[src/rtl/event_filter_scheduler.sv]
// event_filter_scheduler: round-robin arbiter that shares one event-denoising
// filter between N_REQ sources. It can drop events of the wrong polarity and
// inject WINDOW_SIZE zero events to flush the filter window.
module event_filter_scheduler #(
  parameter int         N_REQ       = 4,
  parameter int         WINDOW_SIZE = 4,
  parameter logic [1:0] POL_KEEP    = 2'b11
) (
  input  logic               clk,
  input  logic               reset_n,
  input  logic [N_REQ-1:0]   req,
  input  logic [8*N_REQ-1:0] evt_in,
  output logic [N_REQ-1:0]   gnt,
  input  logic               pol_filter_en,
  input  logic               flush_req,
  output logic               flush_busy,
  output logic               out_valid,
  input  logic               out_ready,
  output logic [1:0]         out_x,
  output logic [1:0]         out_y,
  output logic [1:0]         out_p,
  output logic [1:0]         out_t,
  output logic [2:0]         out_src,
  output logic [7:0]         drop_cnt
);

  typedef enum logic {IDLE, FLUSH} state_t;

  state_t     state, state_nxt;
  logic [2:0] ptr;
  logic       flush_pend;
  logic [3:0] flush_cnt;
  logic       free, flush_now, found, grant_ok, drop, last_acc;
  logic [2:0] winner;
  logic [7:0] win_evt;
  int         idx;

  function automatic logic [7:0] sat_inc8(input logic [7:0] v);
    return (v == 8'hFF) ? v : v + 8'd1;
  endfunction

  assign free      = !out_valid || out_ready;
  assign flush_now = flush_pend || flush_req;
  assign last_acc  = (state == FLUSH) && out_ready && (flush_cnt == 4'(WINDOW_SIZE - 1));

  // Round-robin search starting just above the last winner, wrapping around.
  always_comb begin
    found  = 1'b0;
    winner = '0;
    idx    = 0;
    for (int i = 1; i <= N_REQ; i++) begin
      idx = int'(ptr) + i;
      if (idx >= N_REQ) idx = idx - N_REQ;
      if (!found && req[idx]) begin
        found  = 1'b1;
        winner = 3'(idx);
      end
    end
  end

  // Grant only when idle, the output register can take a value and no flush is due.
  always_comb begin
    grant_ok = reset_n && (state == IDLE) && free && !flush_now && found;
    win_evt  = evt_in[{winner, 3'b000} +: 8];
    drop     = pol_filter_en && (win_evt[3:2] != POL_KEEP);
    gnt      = grant_ok ? (N_REQ'(1) << winner) : '0;
  end

  // State register.
  always_ff @(posedge clk) begin
    if (!reset_n) state <= IDLE;
    else          state <= state_nxt;
  end

  // Next-state logic: flush starts when the output is free, ends on the last accept.
  always_comb begin
    state_nxt = state;
    case (state)
      IDLE:    if (free && flush_now) state_nxt = FLUSH;
      FLUSH:   if (last_acc)          state_nxt = IDLE;
      default: state_nxt = IDLE;
    endcase
  end

  // Output register, pointer, flush bookkeeping and drop counter.
  always_ff @(posedge clk) begin
    if (!reset_n) begin
      ptr        <= 3'(N_REQ - 1);
      flush_pend <= 1'b0;
      flush_cnt  <= '0;
      flush_busy <= 1'b0;
      out_valid  <= 1'b0;
      out_x      <= '0;
      out_y      <= '0;
      out_p      <= '0;
      out_t      <= '0;
      out_src    <= '0;
      drop_cnt   <= '0;
    end else begin
      flush_pend <= flush_pend || flush_req;
      case (state)
        IDLE: begin
          if (free) begin
            if (flush_now) begin
              flush_pend <= 1'b0;
              flush_busy <= 1'b1;
              flush_cnt  <= '0;
              out_valid  <= 1'b1;
              {out_x, out_y, out_p, out_t} <= 8'h00;
              out_src    <= 3'b111;
            end else if (found) begin
              ptr <= winner;
              if (drop) begin
                out_valid <= 1'b0;
                drop_cnt  <= sat_inc8(drop_cnt);
              end else begin
                out_valid <= 1'b1;
                {out_x, out_y, out_p, out_t} <= win_evt;
                out_src   <= winner;
              end
            end else begin
              out_valid <= 1'b0;
            end
          end
        end
        FLUSH: begin
          if (out_ready) begin
            if (last_acc) begin
              out_valid  <= 1'b0;
              flush_busy <= 1'b0;
              flush_cnt  <= '0;
            end else begin
              flush_cnt <= flush_cnt + 4'd1;
            end
          end
        end
        default: ;
      endcase
    end
  end

endmodule
[config.mk]
export PLATFORM = sky130hd
export DESIGN_NAME = event_filter_scheduler
export DESIGN_NICKNAME = d
export VERILOG_FILES = /design/src/rtl/event_filter_scheduler.sv
export SDC_FILE = /design/constraint.sdc
export NUM_CORES = 1
export LEC_CHECK = 0
export BUFFER_PORTS_ARGS = -buffer_cell sky130_fd_sc_hd__buf_4
export CELL_PAD_IN_SITES_DETAIL_PLACEMENT = 0
export CELL_PAD_IN_SITES_GLOBAL_PLACEMENT = 1
export CORE_ASPECT_RATIO = 0.9
export CORE_MARGIN = 2
export CORE_UTILIZATION = 40
export CTS_CLUSTER_DIAMETER = 50
export DETAILED_ROUTE_END_ITERATION = 7
export HOLD_SLACK_MARGIN = 0.02
export PLACE_DENSITY_LB_ADDON = 0.3
export SLEW_MARGIN = 20
export SYNTH_ARGS = -nofsm -noshare
export SYNTH_HDL_FRONTEND = slang
export SYNTH_SLANG_ARGS = --single-unit
[constraint.sdc]
create_clock -name clk -period 7.5 [get_ports clk]
set_input_delay 1.875 -clock clk [delete_from_list [all_inputs] [get_ports clk]]
set_output_delay 1.875 -clock clk [all_outputs]
set_load 0.01 [all_outputs]
## Yosys cells after proc, flatten, opt, wreduce, memory -nomap -nowiden

Index checks and enable logic that the tools add are counted.
W data, S select, Z words.

- Register bits: 30
- Word-level logic and storage cells: 128
- Output and inout port bits: 25

- Bitwise gates (word level): 3
- Shifts and indexed selects: 2
- Multiplexer cells: 60
- Add/sub/neg operators: 10
- Eq/ne operators: 8
- Reduce and logical (&&, ||, !) cells: 25
- Magnitude comparators: 8

Operators with widths:

| cell | number |
|---|---|
| $lt A32 B4 Y1 const B | 4 |
| $mux W32 | 4 |
| $shiftx A32 B7 Y8 | 1 |
| $mux W1 | 24 |
| $mux W2 | 12 |
| $mux W3 | 7 |
| $mux W4 | 5 |
| $sub A4 B3 Y5 const B | 4 |
| $ge A4 B3 Y1 const B | 4 |
| $reduce_and A4 Y1 | 3 |
| $logic_and A1 B1 Y1 | 11 |
| $ne A2 B2 Y1 const B | 5 |
| $add A3 B2 Y4 const B | 2 |
| $add A8 B1 Y8 const B | 1 |
| $bmux W1 S2 | 4 |
| $eq A8 B8 Y1 const B | 1 |
| $pmux W4 S2 | 1 |
| $pmux W1 S2 | 3 |
| $reduce_and A3 Y1 | 2 |
| $reduce_and A6 Y1 | 1 |
| $logic_not A1 Y1 | 5 |
| $add A3 B1 Y4 const B | 1 |
| $add A3 B3 Y4 const B | 1 |
| $add A4 B1 Y4 const B | 1 |
| 6 further kinds | 9 |

## Longest topological paths before layout

Gate-level depths: netlist (run 1).

- Word-level depth: 24
- Mapped depth: 12

## Least setup slack after synthesis (run 1)

Ideal clock, no wire load.

- Path kind: input -> output
- Start: input req[3]
- End: output gnt[2]
- Path slack: 1.767 ns
- Path buffers: 2
- Arrival: 3.858 ns
- Stages: 7
- Cell sequence: buf_2 > mux4_2 > nand2b_4 > or3_4 > a41oi_4 > clkbuf_1 > and3_1

- Cells in the longest elaborated chain, start to end: 15
- Elaborated cells between the ends (all ways): 29

RTL lines:

| what | RTL line | RTL |
|---|---|---|
| from (decl) | 11 | `input logic [N_REQ-1:0] req,` |
| $bmux W1 S2 | 54 | `if (!found && req[idx]) begin` |
| $mux W1 (implied by the code) (2 in a row) | 54 |  |
| $mux W1 | 54 |  |
| $logic_not A1 Y1 | 54 |  |
| $logic_and A1 B1 Y1 | 54 |  |
| $mux W1 | 54 |  |
| $logic_not A1 Y1 | 54 |  |
| $logic_and A1 B1 Y1 | 54 |  |
| $mux W1 | 54 |  |
| $logic_not A1 Y1 | 54 |  |
| $logic_and A1 B1 Y1 | 54 |  |
| $mux W3 or $mux W1 (tied branches) | 54 |  |
| $shl A1 B3 Y4 or $logic_and A1 B1 Y1 (tied branches) | 66, 63 |  |
| $mux W4 * | 66 | `gnt = grant_ok ? (N_REQ'(1) << winner) : '0;` |
| to (decl) | 13 | `output logic [N_REQ-1:0] gnt,` |

Mark *: on every way between the ends. The rest lies on a longest branch, timed or not. The select of a mux whose other input is x is not followed.

## Worst setup path after layout (run 1)

- Start: input req[0]
- End: output gnt[3]

Same word-level chain as after synthesis.

==> summary.txt, run 1 <==
Status -> completed
Worst R2R End -> out_y[1]$_SDFFE_PN0P_
Root Driver -> clkbuf_8
Clk_lat worst skew -> 0.28 ns
Cts bufs inserted -> 5
PwrDens -> 239.7 nW/um2
Leak pwr -> 1.172 nW
Clk_skew -> 0.004869 ns
Most used routing layer -> met2
Startpoint Class -> input port
CP arrival -> 3.98 ns
Crit-path max FO -> 9
Post-Syn Instances -> 260
Crit-path max cell delay -> 0.52 ns
Floorplan row count -> 25
I/O pins -> 66
Top FF cell, synth -> dfxtp_1
Most frequent cells in the layout -> buf_4 (66), nand2_1 (32), dfxtp_1 (30), a21oi_1 (24), nor2_1 (20)
Filler cell count -> 533
Actual slew at the worst max-slew pin -> 0.9810 ns
Fin crit period -> 5.857 ns
Final hold violation count -> 0
Setup CP Type -> in -> out
CP endpoint kind -> primary output
Number of synthesized register bits -> 30
Synth cell types -> 50
Slew HR -> 34.60%
Maximum VDD drop -> 0.1146 mV
Worst Hold Path EP -> flush_busy$_SDFFE_PN0P_
Sinks on Clock Net -> 30
Total Routing Usage GR -> 18.89%
Hold Startpoint -> flush_busy$_SDFFE_PN0P_
CP Data Required Time -> 5.62 ns
Reg2reg setup slack -> 3.17 ns
Largest net degree at the start of global routing -> 23
Post-CTS Setup Repair Bufs -> 0
CP most frequent cell -> buf_4
Tcrit/Tclk final -> 78.09%
Fin cells -> 390
DRC viols -> 0
F_max -> 170.7 MHz
Synth warnings -> 0
Layout cells sized above 1 -> 27.86%
Core area -> 5161 um2
# resized after CTS -> 0
Max Cap Viol -> 0
Post-synth EDFFs -> 0
Worst r2r src -> ptr[0]$_SDFFE_PN1P_
Most common cell after layout, fill and taps aside -> buf_4
CTS tree -> built
Placer's final routability congestion estimate -> 0.7860
Met2 Usage GRT -> 29.72%
DIE WIDTH -> 80.64 um
Async SR Flop Fraction -> 0%
Hold bufs inserted after CTS -> 0
Family with the most delay on the worst path -> simple AND/OR/NAND/NOR gates
Hold Crit Depth -> 2
Setup TNS Final -> 0 ns
CTS max path bufs -> 2
Final setup viols -> 0
Worst path bufs/invs -> 2
Cell area after synthesis -> 2115 um2
Area growth, synth to finish -> 29.41%
DRT Wirelength -> 5324 um
Post-layout nets -> 371
Post-DR wirelength/cell -> 13.65 um
Net Count, Synth -> 309
Slew Viols, Final -> 0
Initial Utilization -> 40.97%
RSZ-0062 raised after global routing -> false
Global Route met1 Usage -> 26.50%
First-pass GRT wire length -> 8790 um
Port buffer count -> 65
Slowest cell on the critical path -> mux4_2
Die Y -> 72.98 um
Crit-path cells -> buf_4 > mux4_2 > nand2b_4 > or3_4 > a41o_1 > nor4_1 > buf_4
Via count -> 2105
Register area share after synthesis -> 28.40%
Dpl hpwl -> 3994 um
Worst-path clk slew -> 0.06 ns
First-iteration detailed-routing DRC count -> 116
Initial antenna violation count -> 0
GR Util met3 -> 4.950%
Vias/cell -> 5.397
H-tree depth -> 2
Number of global-route vias before repair -> 1906
Hold Path Class -> reg -> reg
Placed insts -> 382
Depth of the worst register-to-register path -> 10
Die area -> 5885 um2
ANT nets after route -> 0
Gr ovfl total -> 0
Drt first pass iters -> 4
Diode count -> 0
Mean Syn Cell Area -> 8.133 um2
==> stage by stage <==
step	power (W)	hold WS [ns]	utilization [%]	instance area [um2]	setup WS (ns)
floorplan	0.0004374	0.4651	-	2115	1.767
global placement	0.0005229	0.4419	51.25	2645	1.688
detailed placement	0.0005265	0.4514	51.25	2645	1.674
CTS	0.0006624	0.4595	53.02	2736	1.661
global route	0.0007111	0.4833	53.02	2736	1.512
finish	0.0006560	0.4568	53.02	2736	1.643
==> layout make-up <==
| cell class | count | area [um2] | share of cell area, % |
|---|---|---|---|
| Clock buffer | 7 | 86.33 | 3.155 |
| Clock inverter | 1 | 5.005 | 0.1829 |
| Inverter | 9 | 33.78 | 1.235 |
| Multi-Input combinational cell | 210 | 1431 | 52.31 |
| Sequential cell | 30 | 600.6 | 21.95 |
| Tap cell | 67 | 83.83 | 3.064 |
| Timing Repair Buffer | 66 | 495.5 | 18.11 |
==> routing by layer <==
metal,wire [um],vias to the layer above
met3,211,4
met4,38,0
met1,2569,982
li1,-,1082
met5,0,-
met2,2505,37
==> report_power, final <==
group	switching (W)	leakage, nW	total, W	internal (W)
combinational	0.000177	0.879	0.000324	0.000147
clock	0.0000589	0.0482	0.000133	0.0000739
sequential	0.0000215	0.245	0.000200	0.000178
total	0.000257	1.17	0.000656	0.000399
==> worst max path at each step <==
| stage | startpoint | end | depth (start not counted) | slack, ns |
|---|---|---|---|---|
| 2_1_floorplan | req[3] | gnt[2] | 7 | 1.77 |
| 3_3_place_gp | req[0] | gnt[2] | 7 | 1.69 |
| 3_5_place_dp | req[0] | gnt[2] | 7 | 1.67 |
| 4_1_cts | req[0] | gnt[2] | 7 | 1.66 |
| 5_1_grt | req[0] | gnt[3] | 9 | 1.51 |
| 6_report | req[0] | gnt[3] | 7 | 1.64 |
==> flip-flops by register name, indices dropped and copies added (netlist names), 2 cells and up <==
name / count
flush_cnt: 4
out_t: 2
out_y: 2
out_p: 2
drop_cnt: 8
out_src: 3
out_x: 2
ptr: 3
==> cells by family after synthesis <==
family | after synthesis | share of synthesized area [%]
AO/OA/AOI/OAI | 74 | 23.67
buffers and inverters | 20 | 3.905
XOR/XNOR | 5 | 2.071
multiplexers | 23 | 13.61
adder cells (fa/ha/maj) | 8 | 4.734
AND/OR/NAND/NOR | 100 | 23.61
flip-flops | 30 | 28.40
==> synth_stat cells (2+ instances only) <==
master / count / area share [%]
a21o_1: 5 / 1.8
a21oi_1: 24 / 5.7
a221oi_2: 2 / 1.4
and2_1: 3 / 0.89
and3_1: 4 / 1.2
buf_2: 6 / 1.4
clkbuf_1: 4 / 0.71
dfxtp_1: 30 / 28
ha_1: 8 / 4.7
inv_1: 9 / 1.6
mux2_2: 6 / 3.2
mux2i_1: 13 / 6.2
mux4_2: 4 / 4.3
nand2_1: 32 / 5.7
nand2b_1: 9 / 2.7
nand3_1: 11 / 2.6
nand4_1: 2 / 0.59
nor2_1: 20 / 3.6
nor2b_1: 2 / 0.59
nor3_1: 4 / 0.95
nor4_1: 4 / 1.2
o211ai_1: 2 / 0.71
o21ai_0: 13 / 3.1
o22ai_1: 9 / 2.7
o31a_1: 4 / 1.7
o31ai_1: 2 / 0.71
or4_1: 2 / 0.71
xnor2_1: 3 / 1.2
xor2_1: 2 / 0.83
==> tightest hold or removal path, delay by kind of cell (launching register included) <==
family | cells | cell delay [ns]
AOI/OAI and AO/OA | 1 | 0.05
buffers and inverters | 1 | 0.05
DFF | 1 | 0.31
(Power assumes the default switching activity.)
==> run 2, diff against run 1 <==
--- a/config.mk
+++ b/config.mk
@@ -5,12 +5,13 @@
 export SDC_FILE = /design/constraint.sdc
 export NUM_CORES = 1
 export LEC_CHECK = 0
+export ABC_AREA = 1
 export BUFFER_PORTS_ARGS = -buffer_cell sky130_fd_sc_hd__buf_4
 export CELL_PAD_IN_SITES_DETAIL_PLACEMENT = 0
 export CELL_PAD_IN_SITES_GLOBAL_PLACEMENT = 1
 export CORE_ASPECT_RATIO = 0.9
 export CORE_MARGIN = 2
-export CORE_UTILIZATION = 40
+export CORE_UTILIZATION = 35
 export CTS_CLUSTER_DIAMETER = 50
 export DETAILED_ROUTE_END_ITERATION = 7
 export HOLD_SLACK_MARGIN = 0.02
==> constraint.sdc (replaced) <==
create_clock -name clk -period 5.53 [get_ports clk]
set_input_delay 1.3825 -clock clk [delete_from_list [all_inputs] [get_ports clk]]
set_output_delay 1.3825 -clock clk [all_outputs]
set_load 0.01 [all_outputs]
==> summary.txt, run 2 <==
Status -> completed
Tcrit/Tclk final -> 81.43%
RSZ-0062 raised after global routing -> false
Slew Viols, Final -> 0
Setup TNS Final -> 0 ns
Area leader, netlist -> dfxtp_1
CTS max path bufs -> 2
Root Driver -> clkbuf_8
Die area -> 6695 um2
DIE WIDTH -> 86.03 um
Count leader, synth -> nand2_1
Actual slew at the worst max-slew pin -> 0.5181 ns
Simple-gate share of the synthesized area -> 42.44%
Biggest register -> drop_cnt
Slowest cell on the critical path -> and3_1
Largest net degree at the start of global routing -> 17
Synth Area in Adders -> 4.723%
DR top layer -> met4
Clk_skew -> 0.001939 ns
Clk_lat worst skew -> 0.28 ns
Crit-path max cell delay -> 0.23 ns
Hold Startpoint -> flush_busy$_SDFFE_PN0P_
Post-synthesis xor/xnor area fraction -> 3.719%
Critical Path Start -> req[2]
Top Registers -> drop_cnt: 8 flops, flush_cnt: 4 flops
Sinks on Clock Net -> 30
Fin crit period -> 4.503 ns
Placer's final routability congestion estimate -> 0.8533
Layout cells sized above 1 -> 23.50%
Startpoint Class -> input port
Final hold violation count -> 0
Core area -> 5758 um2
Die Y -> 77.83 um
Maximum VDD drop -> 0.2754 mV
Cell area after synthesis -> 2120 um2
CP Data Required Time -> 4.15 ns
DRC viols -> 0
Post-synth top area share -> 28.34%
Setup CP Type -> in -> out
Wl on met1 -> 2824 um
CTS tree -> built
Area growth, synth to finish -> 30.11%
Total Routing Usage GR -> 17.05%
Net Count, Synth -> 383
Most common cell after layout, fill and taps aside -> nand2_1
Vias/cell -> 4.668
Post-layout nets -> 448
Top FF cell, synth -> dfxtp_1
Filler cell count -> 627
Gr ovfl total -> 0
Drt first pass iters -> 4
Number of synthesized register bits -> 30
H-tree depth -> 2
Worst r2r src -> ptr[0]$_SDFFE_PN1P_
Via count -> 2194
Mux contribution to synthesized area -> 0%
Hold bufs inserted after CTS -> 0
Post-CTS Setup Repair Bufs -> 0
ANT nets after route -> 0
PwrDens -> 390.8 nW/um2
Synth cell types -> 36
Slew HR -> 65.42%
DRT Wirelength -> 5441 um
CP endpoint kind -> primary output
Largest register FFs -> 8
Most frequent cells in the layout -> nand2_1 (92), buf_4 (65), inv_1 (36), nor2_1 (36), nand3_1 (32)
Compound-gate portion of the synthesized area -> 11.16%
Initial Utilization -> 36.81%
CP most frequent cell -> nand2_1
Final core occ -> 47.89%
# resized after CTS -> 0
Register area share after synthesis -> 28.34%
Largest family of logic cells by synthesized area -> simple AND/OR/NAND/NOR gates
Crit-path max FO -> 6
Port buffer count -> 65
Initial antenna violation count -> 0
Crit-path cells -> buf_4 > inv_1 > nand2_1 > nand3_1 > nand2_1 > inv_1 > nand2_4 > nor3_1 > o21ai_0 > and3_1 > nand2_1 > nor2_1 > nand2_1 > nor3_1 > buf_4
Max Cap Viol -> 0
Worst-path clk slew -> 0.06 ns
Async SR Flop Fraction -> 0%
Post-Syn Instances -> 334
Diode count -> 0
DR WL met2 -> 2314 um
Post-synth top cells -> nand2_1 (92), inv_1 (36), nor2_1 (36)
F_max -> 222.1 MHz
Dominant cells by area after synthesis -> dfxtp_1 (28%), nand2_1 (16%), nand3_1 (7.6%), inv_1 (6.4%), nor2_1 (6.4%)
Dpl hpwl -> 4210 um
First-pass GRT wire length -> 9349 um
Mean Syn Cell Area -> 6.346 um2
Met3 WL -> 231 um
First-iteration detailed-routing DRC count -> 129
CP arrival -> 3.12 ns
Cts bufs inserted -> 5
Final setup viols -> 0
Number of global-route vias before repair -> 2084
Leak pwr -> 1.396 nW
Floorplan row count -> 26
Hold Path Class -> reg -> reg
Post-DR wirelength/cell -> 11.58 um
Post-synth EDFFs -> 0
I/O pins -> 66
Synth warnings -> 0
run 2: cell count changes after synthesis, moves of 5 or more:
cell / change
mux2i_1: -13
inv_1: +27
nand2b_1: -9
a21o_1: -5
nand2_1: +60
o22ai_1: -9
nor2_1: +16
nand3_1: +21
nand2_2: +5
mux2_2: -6
o21ai_0: -5
run 2: worst max-delay path, delay by kind of cell:
kind	cells	cell delay, ns
simple gates	10	1.29
compound gates	1	0.06
buf+inv	4	0.38
run 2: path summary, 6_finish.rpt:
path	slack (ns)	cells after the start	end
hold reg to reg	0.46	2	flush_busy$_SDFFE_PN0P_
setup reg to reg	2.39	18	out_valid$_SDFFE_PN0P_
hold / removal	0.46	2	flush_busy$_SDFFE_PN0P_
setup / recovery	1.03	15	gnt[3]
run 2: per-stage QoR:
step | power, W | instances | instance area (um2) | setup slack, ns | hold slack [ns]
CTS | 0.001094 | 470 | 2758 | 0.9992 | 0.4742
floorplan | 0.0007184 | 334 | 2120 | 1.389 | 0.4778
finish | 0.001078 | 470 | 2758 | 1.027 | 0.4639
detailed placement | 0.0008829 | 462 | 2648 | 1.008 | 0.4573
global route | 0.001190 | 470 | 2758 | 0.6885 | 0.5296
global placement | 0.0008815 | 462 | 2648 | 1.120 | 0.4604
run 2: power breakdown:
part           switching [W]  leakage (nW)  internal (W)
registers          0.0000318         0.246      0.000255
clock network      0.0000810        0.0575      0.000126
logic               0.000370          1.09      0.000215
total               0.000482          1.40      0.000595
run 2: area by class of cell:
cell class                      count  area (um2)  area share [%]
Inverter                           41       156.4           5.672
Sequential cell                    30       600.6           21.78
Multi-Input combinational cell    256        1315           47.69
Tap cell                           70       87.58           3.176
Clock buffer                        8       110.1           3.993
Timing Repair Buffer               65       488.0           17.70
run 2: cell families (layout without fill, tap and decap cells):
| group | after synthesis | count (layout) |
|---|---|---|
| and+or+nand+nor | 196 | 196 |
| xor gates and xnor gates | 9 | 9 |
| buffers and inverters | 48 | 114 |
| AOI/OAI and AO/OA | 43 | 43 |
| DFF | 30 | 30 |
| adders and majority gates | 8 | 8 |
run 2: routing by layer:
layer,vias up,global-route usage [%]
li1,1203,-
met1,941,23.99
met2,45,26.43
met3,5,2.553
met4,0,5.714
met5,-,0
